===== src/rtl/uart_tx_arbiter_if.sv =====
// Bundle between the four requesters, the arbiter and the serial sender.
//
// Handshakes (both four-phase, level based):
//   requester i : raises req_in[i] with its byte on data_in[8i+7:8i]; the
//                 arbiter answers with ack_out[i]; the requester drops
//                 req_in[i], then the arbiter drops ack_out[i].
//   sender      : arbiter raises XMT_REQ with XMT_DATA stable; the sender
//                 raises XMT_ACK when done; the arbiter drops XMT_REQ; the
//                 sender drops XMT_ACK.
// The master modport is the arbiter's view, the slave modport the environment's.
interface uart_tx_arbiter_if;
  logic [3:0]  req_in;
  logic [31:0] data_in;
  logic [3:0]  ack_out;
  logic        XMT_REQ;
  logic [7:0]  XMT_DATA;
  logic        XMT_ACK;

  modport master (
    input  req_in, data_in, XMT_ACK,
    output ack_out, XMT_REQ, XMT_DATA
  );

  modport slave (
    output req_in, data_in, XMT_ACK,
    input  ack_out, XMT_REQ, XMT_DATA
  );
endinterface


===== src/rtl/uart_tx_arbiter.sv =====
// Round-robin arbiter that lets four requesters share one serial sender.
// A winning requester's byte is captured on grant and held on XMT_DATA
// until the sender has finished; the requester is then acknowledged.
// Optional feature macro: XMT_ARB_TIMEOUT_EN -- aborts a transfer whose
// sender does not complete within TIMEOUT_CYCLES and flags timeout_err.
module uart_tx_arbiter #(
  parameter int unsigned TIMEOUT_CYCLES = 4096
) (
  input  logic                     clk,
  input  logic                     clr_n,
  uart_tx_arbiter_if.master        bus,
  output logic                     busy,
  output logic [1:0]               grant_id,
  output logic                     timeout_err,
  output logic [2:0]               fsm_state
);

  localparam logic [2:0] IDLE    = 3'd0;
  localparam logic [2:0] SEND    = 3'd1;
  localparam logic [2:0] RELEASE = 3'd2;
  localparam logic [2:0] DONE    = 3'd3;
  localparam logic [2:0] ABORT   = 3'd4;

  // The timeout counter needs at least one cycle of SEND before expiry.
  if (TIMEOUT_CYCLES < 2) begin : g_bad_timeout
    $error("uart_tx_arbiter: TIMEOUT_CYCLES must be at least 2");
  end

  logic [2:0] state;
  logic [1:0] last_grant;
  logic [7:0] data_q;
  logic [1:0] pick;
  logic       pick_valid;
  logic       expired;

  // Round-robin search starting just after the previous grantee; the
  // previous grantee itself is considered last so it cannot starve others.
  always_comb begin
    logic [1:0] cand;
    pick       = 2'd0;
    pick_valid = 1'b0;
    cand       = 2'd0;
    for (int k = 4; k >= 1; k--) begin
      cand = last_grant + 2'(k);
      if (bus.req_in[cand]) begin
        pick       = cand;
        pick_valid = 1'b1;
      end
    end
  end

`ifdef XMT_ARB_TIMEOUT_EN
  localparam int unsigned CNT_W = $clog2(TIMEOUT_CYCLES + 1);
  logic [CNT_W-1:0] to_cnt;

  assign expired = ((state == SEND) || (state == RELEASE)) &&
                   (to_cnt >= CNT_W'(TIMEOUT_CYCLES - 1));

  // Count cycles spent waiting on the sender; restart on every new grant.
  always_ff @(posedge clk or negedge clr_n) begin
    if (!clr_n) begin
      to_cnt <= '0;
    end else if ((state == IDLE) && pick_valid) begin
      to_cnt <= '0;
    end else if ((state == SEND) || (state == RELEASE)) begin
      to_cnt <= to_cnt + 1'b1;
    end
  end

  // Sticky error flag, cleared only by reset.
  always_ff @(posedge clk or negedge clr_n) begin
    if (!clr_n) begin
      timeout_err <= 1'b0;
    end else if (expired && !((state == SEND) && bus.XMT_ACK)) begin
      timeout_err <= 1'b1;
    end
  end
`else
  assign expired     = 1'b0;
  assign timeout_err = 1'b0;
`endif

  // Main FSM: grant, drive the sender handshake, acknowledge the requester.
  always_ff @(posedge clk or negedge clr_n) begin
    if (!clr_n) begin
      state      <= IDLE;
      grant_id   <= 2'd0;
      last_grant <= 2'd3;
      data_q     <= 8'h00;
    end else begin
      case (state)
        IDLE: begin
          if (pick_valid) begin
            grant_id   <= pick;
            last_grant <= pick;
            data_q     <= bus.data_in[{pick, 3'b000} +: 8];
            state      <= SEND;
          end
        end
        SEND: begin
          // A completing sender wins over a simultaneous expiry.
          if (bus.XMT_ACK) begin
            state <= RELEASE;
          end else if (expired) begin
            state <= DONE;
          end
        end
        RELEASE: begin
          if (!bus.XMT_ACK || expired) begin
            state <= DONE;
          end
        end
        DONE: begin
          if (!bus.req_in[grant_id]) begin
            state <= IDLE;
          end
        end
        ABORT:   state <= IDLE;
        default: state <= IDLE;
      endcase
    end
  end

  // Outputs decode the state register directly, so an asynchronous reset
  // removes XMT_REQ and ack_out without waiting for a clock edge.
  always_comb begin
    bus.ack_out  = 4'b0000;
    if (state == DONE) begin
      bus.ack_out[grant_id] = 1'b1;
    end
    bus.XMT_REQ  = (state == SEND);
    bus.XMT_DATA = data_q;
    busy         = (state != IDLE);
    fsm_state    = state;
  end

endmodule


===== src/flat_wrapper.sv =====
// flat-port wrapper written by rule: the top's interface ports become plain ports
module uart_tx_arbiter_flat 
#(
  parameter int unsigned TIMEOUT_CYCLES = 4096
)
  (clk, clr_n, busy, grant_id, timeout_err, fsm_state, bus_req_in, bus_data_in, bus_XMT_ACK, bus_ack_out, bus_XMT_REQ, bus_XMT_DATA);
  uart_tx_arbiter_if bus_i ();
  input  logic clk;
  input  logic clr_n;
  output logic busy;
  output logic [1:0] grant_id;
  output logic timeout_err;
  output logic [2:0] fsm_state;
  input wire logic [$bits(bus_i.req_in)-1:0] bus_req_in;
  input wire logic [$bits(bus_i.data_in)-1:0] bus_data_in;
  input wire logic [$bits(bus_i.XMT_ACK)-1:0] bus_XMT_ACK;
  output wire logic [$bits(bus_i.ack_out)-1:0] bus_ack_out;
  output wire logic [$bits(bus_i.XMT_REQ)-1:0] bus_XMT_REQ;
  output wire logic [$bits(bus_i.XMT_DATA)-1:0] bus_XMT_DATA;
  assign bus_i.req_in = bus_req_in;
  assign bus_i.data_in = bus_data_in;
  assign bus_i.XMT_ACK = bus_XMT_ACK;
  assign bus_ack_out = bus_i.ack_out;
  assign bus_XMT_REQ = bus_i.XMT_REQ;
  assign bus_XMT_DATA = bus_i.XMT_DATA;
  uart_tx_arbiter #(.TIMEOUT_CYCLES(TIMEOUT_CYCLES)) u_core (.clk(clk), .clr_n(clr_n), .bus(bus_i), .busy(busy), .grant_id(grant_id), .timeout_err(timeout_err), .fsm_state(fsm_state));
endmodule

===== config.mk =====
export PLATFORM = sky130hd
export DESIGN_NAME = uart_tx_arbiter_flat
export DESIGN_NICKNAME = d
export VERILOG_FILES = /design/src/rtl/uart_tx_arbiter_if.sv /design/src/rtl/uart_tx_arbiter.sv /design/src/flat_wrapper.sv
export SDC_FILE = /design/constraint.sdc
export NUM_CORES = 1
export LEC_CHECK = 0
export ABC_AREA = 1
export CAP_MARGIN = 20
export CORE_MARGIN = 2
export CORE_UTILIZATION = 40
export CTS_CLUSTER_DIAMETER = 30
export DETAILED_ROUTE_END_ITERATION = 6
export GPL_ROUTABILITY_DRIVEN = 1
export PLACE_DENSITY = 0.78
export SYNTH_ARGS = -nofsm -noshare
export SYNTH_HDL_FRONTEND = slang
export SYNTH_SLANG_ARGS = --single-unit

===== constraint.sdc =====
create_clock -name clk -period 2.11 [get_ports clk]
set_clock_uncertainty 0.05 [all_clocks]
set_input_delay 0.3165 -clock clk [delete_from_list [all_inputs] [get_ports clk]]
set_output_delay 0.3165 -clock clk [all_outputs]
set_load 0.01 [all_outputs]

==> results_dict.tcl, run 1 <==
set metrics [dict create \
    worstSetupEndpointType "output port" \
    area_growth_from_synthesis_to_layout_pct 57.8 \
    wirelength_microns 3370 \
    hp-class "primary input to asynchronous set/reset pin" \
    mostFrequentLayoutCell "clkdlybuf4s50_1" \
    p_leak_nw 0.980 \
    worst_setup_hold_path_clk_slew_ns 0.09 \
    cp-startpoint "u_core.fsm_state[0]$_DFFE_PN0P_" \
    cts-buffers-inserted 3 \
    whs_ns 0.358 \
    cts_sinks 14 \
    slew_violations 0 \
    final_cells 293 \
    num-nets-final 294 \
    grt_antenna_before_repair 0 \
    worstReg2RegEnd "u_core.bus.XMT_DATA[6]$_DFFE_PN0P_" \
    grt_max_degree 18 \
    vias 1403 \
    die_w_microns 60.6 \
    min_period_ns 2.01 \
    layout_common_cells "53 x clkdlybuf4s50_1, 47 x nand3_1, 39 x nand2_1" \
    status "complete, no violations" \
    actual_slew_at_the_worst_max_slew_pin_ns 0.586 \
    setup.worst_path.start_class "flip-flop" \
    antenna_cells 0 \
    drcViolationCount 0 \
    total_half_perimeter_wirelength_after_legalization_and_detailed_placement_microns 2670 \
    share_of_cells_above_drive_strength_1_pct 25.3 \
    relSlewSlack_pct 60.8 \
    clock_tree.htree_level_count 1 \
    critical_path.max_fanout 6 \
    buffer_ports.inserted 56 \
    synthesis.instances 180 \
    grt_setup_unrepaired "no" \
    rows 20 \
    synthDistinctLibCells 28 \
    crit-reg2reg-launch "u_core.last_grant[0]$_DFFE_PN1P_" \
    place_inst 286 \
    xor_xnor_cell_area_share_of_the_yosys_netlist_pct 0 \
    share_of_the_clock_period_used_by_the_worst_path_after_layout_pct 95.2 \
    root_driver "clkbuf_4" \
    synthesis.yosys.warnings 0 \
    synth_top_family_by_area "simple AND/OR/NAND/NOR gates" \
    cts_tree "built" \
    fmax_mhz 498 \
    synth-seq-cells 14 \
    fp.coreArea_sq_um 3050 \
    antenna_violating_nets_post_route 0 \
    p_per_cell_area_nw_per_um2 1650 \
    via_density 4.79 \
    setup_violations 0 \
    clock_latency_ns 0.27 \
    cts_buffer_depth 2 \
    gr-usage-all-layers_pct 18.7 \
    firstDrtPassIters 4 \
    synthAdderAreaFrac_pct 4.88 \
    syn-cell-area_sq_um 1280 \
    maxCapViolCount 0 \
    vdd_ir_drop_max_uv 855 \
    worstPathArrival_ns 1.64 \
    timing.setup.critical_path_class "flip-flop to output port" \
    die_area_sq_um 3680 \
    start_util_pct 42.0 \
    die_height_microns 60.6 \
    synthMuxAreaShare_pct 0.780 \
    routability_driven_placement_congestion_ratio 0.842 \
    synth.yosys.seq_area_share_pct 27.5 \
    worst-r2r-setup-slack_ns 0.10 \
    fin_util_pct 66.3 \
    post_synth_and_or_nand_nor_area_fraction_pct 50.9 \
    first_iter_violations 66 \
    first_global_vias 1205 \
    synth_compound_area_share_pct 4.68 \
    grt-ovfl-total 0 \
    synth.avg_cell_area_sq_um 7.12 \
    floorplan.io_pins 59 \
    reg2reg_depth 13 \
    wl_per_cell_microns 11.5 \
    hold_violations 0 \
    worst_setup_path_endpoint "bus_ack_out[0]" \
    grt_first_pass_wirelength_microns 5240 \
    critical_path_required_ns 1.74 \
]
through the flow:
step | instance area [sq um] | setup WS [ns] | setup TNS, ns | total power [mW]
floorplan | 1290 | 0.353 | 0 | 2.30
global placement | 1930 | -0.147 | -1.16 | 3.00
detailed placement | 1930 | -0.204 | -1.55 | 3.02
CTS | 1970 | 0.00986 | 0 | 3.23
global route | 2020 | 0.00109 | 0 | 3.65
finish | 2020 | 0.102 | 0 | 3.33
cell usage after synthesis:
cell / instances / area share [%]
conb_1: 1 / 0.29
nand2_1: 40 / 12
nand3_4: 1 / 1.4
nand2_2: 22 / 11
a21oi_1: 2 / 0.78
dfrtp_1: 12 / 23
inv_8: 1 / 0.88
nor2_2: 3 / 1.5
mux2i_1: 1 / 0.78
o21ai_0: 3 / 1.2
nor3_1: 3 / 1.2
ha_1: 5 / 4.9
buf_4: 4 / 2.3
o21bai_1: 1 / 0.59
o2111ai_1: 1 / 0.68
nand3_1: 48 / 19
inv_4: 1 / 0.49
o21ai_2: 1 / 0.68
dfstp_2: 2 / 4.1
buf_6: 1 / 0.88
inv_2: 3 / 0.88
nand3_2: 1 / 0.78
nor2_1: 2 / 0.59
buf_12: 1 / 1.6
o21ai_1: 2 / 0.78
nand2_4: 5 / 4.4
buf_2: 1 / 0.39
inv_1: 12 / 3.5
state kept, by name, indices dropped and copies added, names as in the netlist:
signal               flops
u_core.bus.XMT_DATA      8
u_core.fsm_state         2
u_core.grant_id          2
u_core.last_grant        2
routing by layer:
metal	global-route usage [%]	part of all wire, %	wire, microns	up-vias
met1	28.6	47	1580	645
met2	28.4	48	1610	33
li1	-	-	-	723
met4	4.66	0.74	25	0
met3	1.49	4.7	157	2
met5	0	0	0	-
worst max-delay path, stage by stage (launching register included):
cell             delay, ns
dfrtp_2               0.43
ha_1                  0.18
inv_1                 0.07
nor3_1                0.13
clkdlybuf4s50_1       0.56
where the power goes:
part / leakage [nW] / total [mW] / switching [mW] / internal, mW
Combinational: 0.794 / 2.56 / 1.44 / 1.12
Sequential: 0.165 / 0.582 / 0.150 / 0.432
Clock: 0.0210 / 0.189 / 0.0844 / 0.105
Total: 0.980 / 3.33 / 1.68 / 1.66
layout make-up:
class / instances / area [sq um]
Timing Repair Buffer: 71 / 688
Multi-Input combinational cell: 143 / 815
Tap cell: 44 / 55.1
Fill cell: 279 / 1030
Sequential cell: 14 / 355
Clock buffer: 4 / 36.3
Inverter: 17 / 73.8
cell families after synthesis:
family                   after synthesis
buffers and inverters                 24
AO/OA/AOI/OAI                         10
multiplexers                           1
flip-flops                            14
AND/OR/NAND/NOR                      125
other                                  1
adder cells (fa/ha/maj)                5
worst min-delay path by stage:
stage / from / endpoint / slack (ns) / cells after the start
2_1_floorplan: clr_n / u_core.bus.XMT_DATA[0]$_DFFE_PN0P_ / -0.03 / 0
3_3_place_gp: u_core.bus.XMT_DATA[0]$_DFFE_PN0P_ / u_core.bus.XMT_DATA[0]$_DFFE_PN0P_ / 0.42 / 2
3_5_place_dp: u_core.bus.XMT_DATA[2]$_DFFE_PN0P_ / u_core.bus.XMT_DATA[2]$_DFFE_PN0P_ / 0.42 / 2
4_1_cts: clr_n / u_core.bus.XMT_DATA[7]$_DFFE_PN0P_ / 0.38 / 1
5_1_grt: clr_n / u_core.bus.XMT_DATA[1]$_DFFE_PN0P_ / 0.40 / 1
6_report: clr_n / u_core.bus.XMT_DATA[4]$_DFFE_PN0P_ / 0.36 / 1
timing repair:
action | 4_1_cts | 5_1_grt
gates cloned | 0 | 0
pin swaps | 0 | 1
buffers inserted | 0 | 3
hold buffers | 0 | 0
resized for setup | 2 | 9
setup endpoints to repair | 9 | 12
Note: power is estimated with default switching activity, not from simulation.
==> run 2: changes to the inputs <==
--- a/config.mk
+++ b/config.mk
@@ -13,6 +13,7 @@
 export DETAILED_ROUTE_END_ITERATION = 6
 export GPL_ROUTABILITY_DRIVEN = 1
 export PLACE_DENSITY = 0.78
+export RECOVER_POWER = 25
 export SYNTH_ARGS = -nofsm -noshare
 export SYNTH_HDL_FRONTEND = slang
 export SYNTH_SLANG_ARGS = --single-unit
==> run 2 against run 1 <==
Compared with the run above: die area unchanged; clock power hardly changed; combinational power about the same; total power is essentially flat; first-iteration DRC count unchanged; critical path type unchanged.
==> results_dict.tcl, run 2 (synthesis gave the netlist of run 1 again) <==
set metrics [dict create \
    area_growth_from_synthesis_to_layout_pct 57.8 \
    total_half_perimeter_wirelength_after_legalization_and_detailed_placement_microns 2670 \
    cts-buffers-inserted 3 \
    die_w_microns 60.6 \
    clock_latency_ns 0.27 \
    clock_tree.htree_level_count 1 \
    worst-r2r-setup-slack_ns 0.10 \
    timing.setup.tns_ns 0 \
    slew_violations 0 \
    cp-startpoint "u_core.fsm_state[0]$_DFFE_PN0P_" \
    drcViolationCount 0 \
    reg2reg_depth 13 \
    setup_violations 0 \
    vdd_ir_drop_max_uv 855 \
    p_leak_nw 0.981 \
    first_global_vias 1205 \
    setup.worst_path.start_class "flip-flop" \
    antenna_violating_nets_post_route 0 \
    grt_antenna_before_repair 0 \
    hold_violations 0 \
    root_driver "clkbuf_4" \
    max_stage_delay_ns 0.56 \
    routability_driven_placement_congestion_ratio 0.842 \
    dpl-instance-area_sq_um 1930 \
    p_per_cell_area_nw_per_um2 1650 \
    gr-usage-all-layers_pct 18.7 \
    cts_buffer_depth 2 \
    combPwrFrac_pct 76.9 \
    relSlewSlack_pct 60.4 \
    num-nets-final 294 \
    antenna_cells 0 \
    whs_ns 0.428 \
    worstPathArrival_ns 1.64 \
    crit-reg2reg-launch "u_core.last_grant[0]$_DFFE_PN1P_" \
    cts_tree "built" \
    place_worst_setup_slack_ns -0.204 \
    vias 1403 \
    rows 20 \
    maxCapViolCount 0 \
    actual_slew_at_the_worst_max_slew_pin_ns 0.592 \
    switchingPower_mw 1.68 \
    status "complete, no violations" \
    mostFrequentLayoutCell "clkdlybuf4s50_1" \
    fin_util_pct 66.3 \
    min_period_ns 2.01 \
    cts_sinks 14 \
    worstReg2RegEnd "u_core.bus.XMT_DATA[6]$_DFFE_PN0P_" \
    worst_setup_hold_path_clk_slew_ns 0.09 \
    die_area_sq_um 3680 \
    critical_path_required_ns 1.74 \
    place_inst 286 \
    via_density 4.79 \
    buffer_ports.inserted 56 \
    floorplan.io_pins 59 \
    final_cells 293 \
    grt-ovfl-total 0 \
    clock_power_share_pct 5.7 \
    grt_setup_unrepaired "no" \
    wirelength_microns 3370 \
    nFillCells 279 \
    largest_reg_flops 8 \
    layout_common_cells "52 x clkdlybuf4s50_1, 47 x nand3_1, 39 x nand2_1" \
    start_util_pct 42.0 \
    fp.coreArea_sq_um 3050 \
    hp-class "primary input to asynchronous set/reset pin" \
    share_of_the_clock_period_used_by_the_worst_path_after_layout_pct 95.2 \
    path_cells "ha_1 > inv_1 > nor3_1 > clkdlybuf4s50_1" \
    critical_path.max_fanout 6 \
    die_height_microns 60.6 \
    worst_path_max_delay_cell "clkdlybuf4s50_1" \
    grt_max_degree 18 \
    firstDrtPassIters 4 \
    final_critical_path_setup_slack_ns 0.102 \
    internal_power_mw 1.66 \
    worstSetupEndpointType "output port" \
    sequential_power_share_pct 17.4 \
    wl_per_cell_microns 11.5 \
    first_iter_violations 66 \
    share_of_cells_above_drive_strength_1_pct 25.3 \
    fmax_mhz 498 \
    grt_first_pass_wirelength_microns 5240 \
    post-layout-total-power_mw 3.33 \
    stdcell_area_sq_um 2020 \
    netSwitchingFraction_pct 50.3 \
    timing.setup.critical_path_class "flip-flop to output port" \
]
[run 2: cell types whose count changed in the layout (fill, tap and decap cells not counted)]
cell / before / now
dlygate4sd3_1: 0 / 1
clkdlybuf4s50_1: 53 / 52
[run 2: critical path: cells and delay by family, from the launching register on]
kind / cells / cell delay [ns]
adders and majority gates: 1 / 0.18
buffers and inverters: 2 / 0.63
DFF: 1 / 0.43
and+or+nand+nor: 1 / 0.13
[run 2: power by group through the flow]
stage          clock (mW)  combinational (mW)  sequential, mW
2_1_floorplan           0                1.72           0.584
3_3_place_gp            0                2.42           0.579
3_5_place_dp            0                2.45           0.573
4_1_cts             0.193                2.46           0.576
5_1_grt             0.210                2.84           0.603
6_report            0.189                2.56           0.582
[run 2: worst max path at each step]
stage	cells past startpoint	to	slack, ns
2_1_floorplan	15	u_core.bus.XMT_DATA[1]$_DFFE_PN0P_	0.35
3_3_place_gp	12	u_core.bus.XMT_DATA[6]$_DFFE_PN0P_	-0.15
3_5_place_dp	12	u_core.bus.XMT_DATA[5]$_DFFE_PN0P_	-0.20
4_1_cts	4	bus_ack_out[2]	0.01
5_1_grt	4	bus_ack_out[0]	0.001
6_report	4	bus_ack_out[0]	0.10
[run 2: what timing repair did]
action / in CTS / in global routing
setup buffers: 0 / 3
endpoints found under the setup margin: 9 / 12
cloned: 0 / 0
endpoints found under the hold margin: 0 / 0
gates resized for setup: 2 / 9
hold buffers: 0 / 0
pin swaps: 0 / 1
[run 2: area by class of cell]
type,count,area (sq um),area share [%]
Clock buffer,4,36.3,1.79
Inverter,17,73.8,3.65
Multi-Input combinational cell,143,815,40.3
Sequential cell,14,355,17.6
Tap cell,44,55.1,2.72
Timing Repair Buffer,71,688,34.0
[run 2: layer usage]
| metal | share of wire [%] | GRT usage [%] | vias up |
|---|---|---|---|
| li1 | - | - | 723 |
| met1 | 47 | 28.6 | 645 |
| met2 | 48 | 28.4 | 33 |
| met3 | 4.7 | 1.49 | 2 |
| met4 | 0.74 | 4.66 | 0 |
| met5 | 0 | 0 | - |
==> run 3: changes to the inputs <==
--- a/config.mk
+++ b/config.mk
@@ -12,7 +12,7 @@
 export CTS_CLUSTER_DIAMETER = 30
 export DETAILED_ROUTE_END_ITERATION = 6
 export GPL_ROUTABILITY_DRIVEN = 1
-export PLACE_DENSITY = 0.78
+export PLACE_DENSITY = 0.89
 export RECOVER_POWER = 25
 export SYNTH_ARGS = -nofsm -noshare
 export SYNTH_HDL_FRONTEND = slang
==> constraint.sdc (replaced) <==
create_clock -name clk -period 2.11 [get_ports clk]
set_clock_uncertainty 0.05 [all_clocks]
set_input_delay 0.3165 -clock clk [delete_from_list [all_inputs] [get_ports clk]]
set_output_delay 0.3165 -clock clk [all_outputs]
set_load 0.1 [all_outputs]
==> run 3 against run 2 <==
Compared with the run above: critical path depth increased by 8; design area fell by 0.68%; count of clock-buffer cells in the layout did not move; wire length increased by 2.3%; non-clock buffer count is 11 lower; sequential cell count unchanged; setup slack improved by 0.059 ns; final cell count is 3.8% lower; sequential share of layout area is 0.49 points higher; first-iteration DRC count rose by 70%; worst hold slack improved by 0.0085 ns; global-route usage rose by 0.85 points; largest cell class unchanged.
==> results_dict.tcl, run 3 (synthesis gave the netlist of run 1 again) <==
set metrics [dict create \
    status "complete, no violations" \
    post_cts_buffers 0 \
    grt-ovfl-total 0 \
    worst-r2r-setup-slack_ns 0.16 \
    worstPathArrival_ns 2.08 \
    die_height_microns 60.6 \
    first_iter_violations 112 \
    hold_violations 0 \
    critical_path.max_fanout 14 \
    worst_setup_hold_path_clk_slew_ns 0.10 \
    floorplan.io_pins 59 \
    routability_driven_placement_congestion_ratio 0.910 \
    num-nets-final 283 \
    timing.setup.critical_path_class "flip-flop to flip-flop" \
    die_w_microns 60.6 \
    wirelength_microns 3440 \
    gr-usage-all-layers_pct 19.5 \
    grt_first_pass_wirelength_microns 5400 \
    path_depth 12 \
    share_of_the_clock_period_used_by_the_worst_path_after_layout_pct 92.4 \
    crit_path_frequent_cell "nand3_1" \
    first_global_vias 1254 \
    fp.coreArea_sq_um 3050 \
    sequential_cell_area_sq_um 363 \
    worst_path_max_delay_cell "dfstp_2" \
    cts_sinks 14 \
    critical_path_required_ns 2.24 \
    relSlewSlack_pct 57.6 \
    setup.worst_path.start_class "flip-flop" \
    maxCapViolCount 0 \
    met2_global_route_usage_pct 32.7 \
    die_area_sq_um 3680 \
    antenna_cells 0 \
    min_period_ns 1.95 \
    drcViolationCount 0 \
    critical_path.top_delay_family "simple AND/OR/NAND/NOR gates" \
    rows 20 \
    nFillCells 263 \
    total_half_perimeter_wirelength_after_legalization_and_detailed_placement_microns 2790 \
    hp-class "primary input to asynchronous set/reset pin" \
    start_util_pct 42.0 \
    grt_setup_unrepaired "no" \
    use_met1_pct 27.2 \
    cp-startpoint "u_core.last_grant[0]$_DFFE_PN1P_" \
    reg2reg_depth 12 \
    hold_buffers 0 \
    worstReg2RegEnd "u_core.bus.XMT_DATA[2]$_DFFE_PN0P_" \
    worstSetupEndpointType "flip-flop" \
    groute.layer.met3.usage_pct 2.56 \
    crit-reg2reg-launch "u_core.last_grant[0]$_DFFE_PN1P_" \
    via_density 4.82 \
    cts-buffers-inserted 3 \
    vias 1359 \
    cts_tree "built" \
    slew_violations 0 \
    root_driver "clkbuf_4" \
    actual_slew_at_the_worst_max_slew_pin_ns 0.634 \
    max_stage_delay_ns 0.67 \
    grt_antenna_before_repair 0 \
    share_of_cells_above_drive_strength_1_pct 33.2 \
    layout_common_cells "48 x nand3_1, 40 x nand2_1, 37 x clkdlybuf4s50_1" \
    wl_per_cell_microns 12.2 \
    post_cts_resize_count 0 \
    path_cells "inv_8 > nand2_1 > nand3_1 > nand2_1 > inv_2 > nand2_4 > nand3_4 > buf_4 > nand3_1 > nand3_1 > nand3_1 > nand2_1" \
    setup_violations 0 \
    grt_most_used_layer "met2" \
    mostFrequentLayoutCell "nand3_1" \
    clock_latency_ns 0.27 \
    firstDrtPassIters 4 \
    largest_reg_flops 8 \
    area_growth_from_synthesis_to_layout_pct 56.7 \
    critical_path_buf_inv_count 3 \
    antenna_violating_nets_post_route 0 \
    cts_buffer_depth 2 \
    multi_input_gate_area_in_the_final_layout_sq_um 845 \
    buffer_ports.inserted 56 \
    timing.setup.tns_ns 0 \
    grt_max_degree 18 \
    clock_tree.htree_level_count 1 \
    fmax_mhz 513 \
]
==> run 3: cell types whose count changed in the layout (fill, tap and decap cells not counted), moves of 3 or more <==
cell             delta
clkdlybuf4s50_1    -15
buf_12              +7
dlymetal6s2s_1      -3
inv_1               -3
nor3_1              -3
nor3_4              +3
==> run 3: worst max path at each step <==
stage	to	slack, ns
floorplan	bus_ack_out[1]	-0.004
global placement	u_core.bus.XMT_DATA[4]$_DFFE_PN0P_	0.06
detailed placement	u_core.bus.XMT_DATA[4]$_DFFE_PN0P_	0.02
CTS	u_core.bus.XMT_DATA[7]$_DFFE_PN0P_	0.18
global route	u_core.bus.XMT_DATA[7]$_DFFE_PN0P_	0.02
finish	u_core.bus.XMT_DATA[2]$_DFFE_PN0P_	0.16
==> run 3: per-stage QoR <==
stage / utilization [%] / instance area (sq um) / instances / worst slack, ns / hold slack (ns)
2_1_floorplan: - / 1350 / 181 / -0.00443 / -0.0291
3_5_place_dp: 64.6 / 1970 / 278 / 0.0171 / 0.421
4_1_cts: 65.8 / 2010 / 282 / 0.179 / 0.385
3_3_place_gp: 64.6 / 1970 / 278 / 0.0559 / 0.415
5_1_grt: 65.8 / 2010 / 282 / 0.0180 / 0.475
6_report: 65.8 / 2010 / 282 / 0.161 / 0.436
==> run 3: cell type report <==
| cell class | instances | share of cell area (%) |
|---|---|---|
| clock buffers | 4 | 1.81 |
| flip-flops and latches | 14 | 18.1 |
| well taps | 44 | 2.74 |
| multi-input cells | 143 | 42.0 |
| repair buffers | 60 | 31.5 |
| inverters | 17 | 3.86 |
==> run 3: metal layers <==
layer | part of all wire, % | wire length [microns]
met5 | 0 | 0
met4 | 0.35 | 12
met3 | 4.6 | 160
met2 | 50 | 1710
met1 | 45 | 1560
Power of run 3 is left out: the tool's default activity adds up to more than one toggle a clock period on the data nets, which glitch-free logic cannot reach.
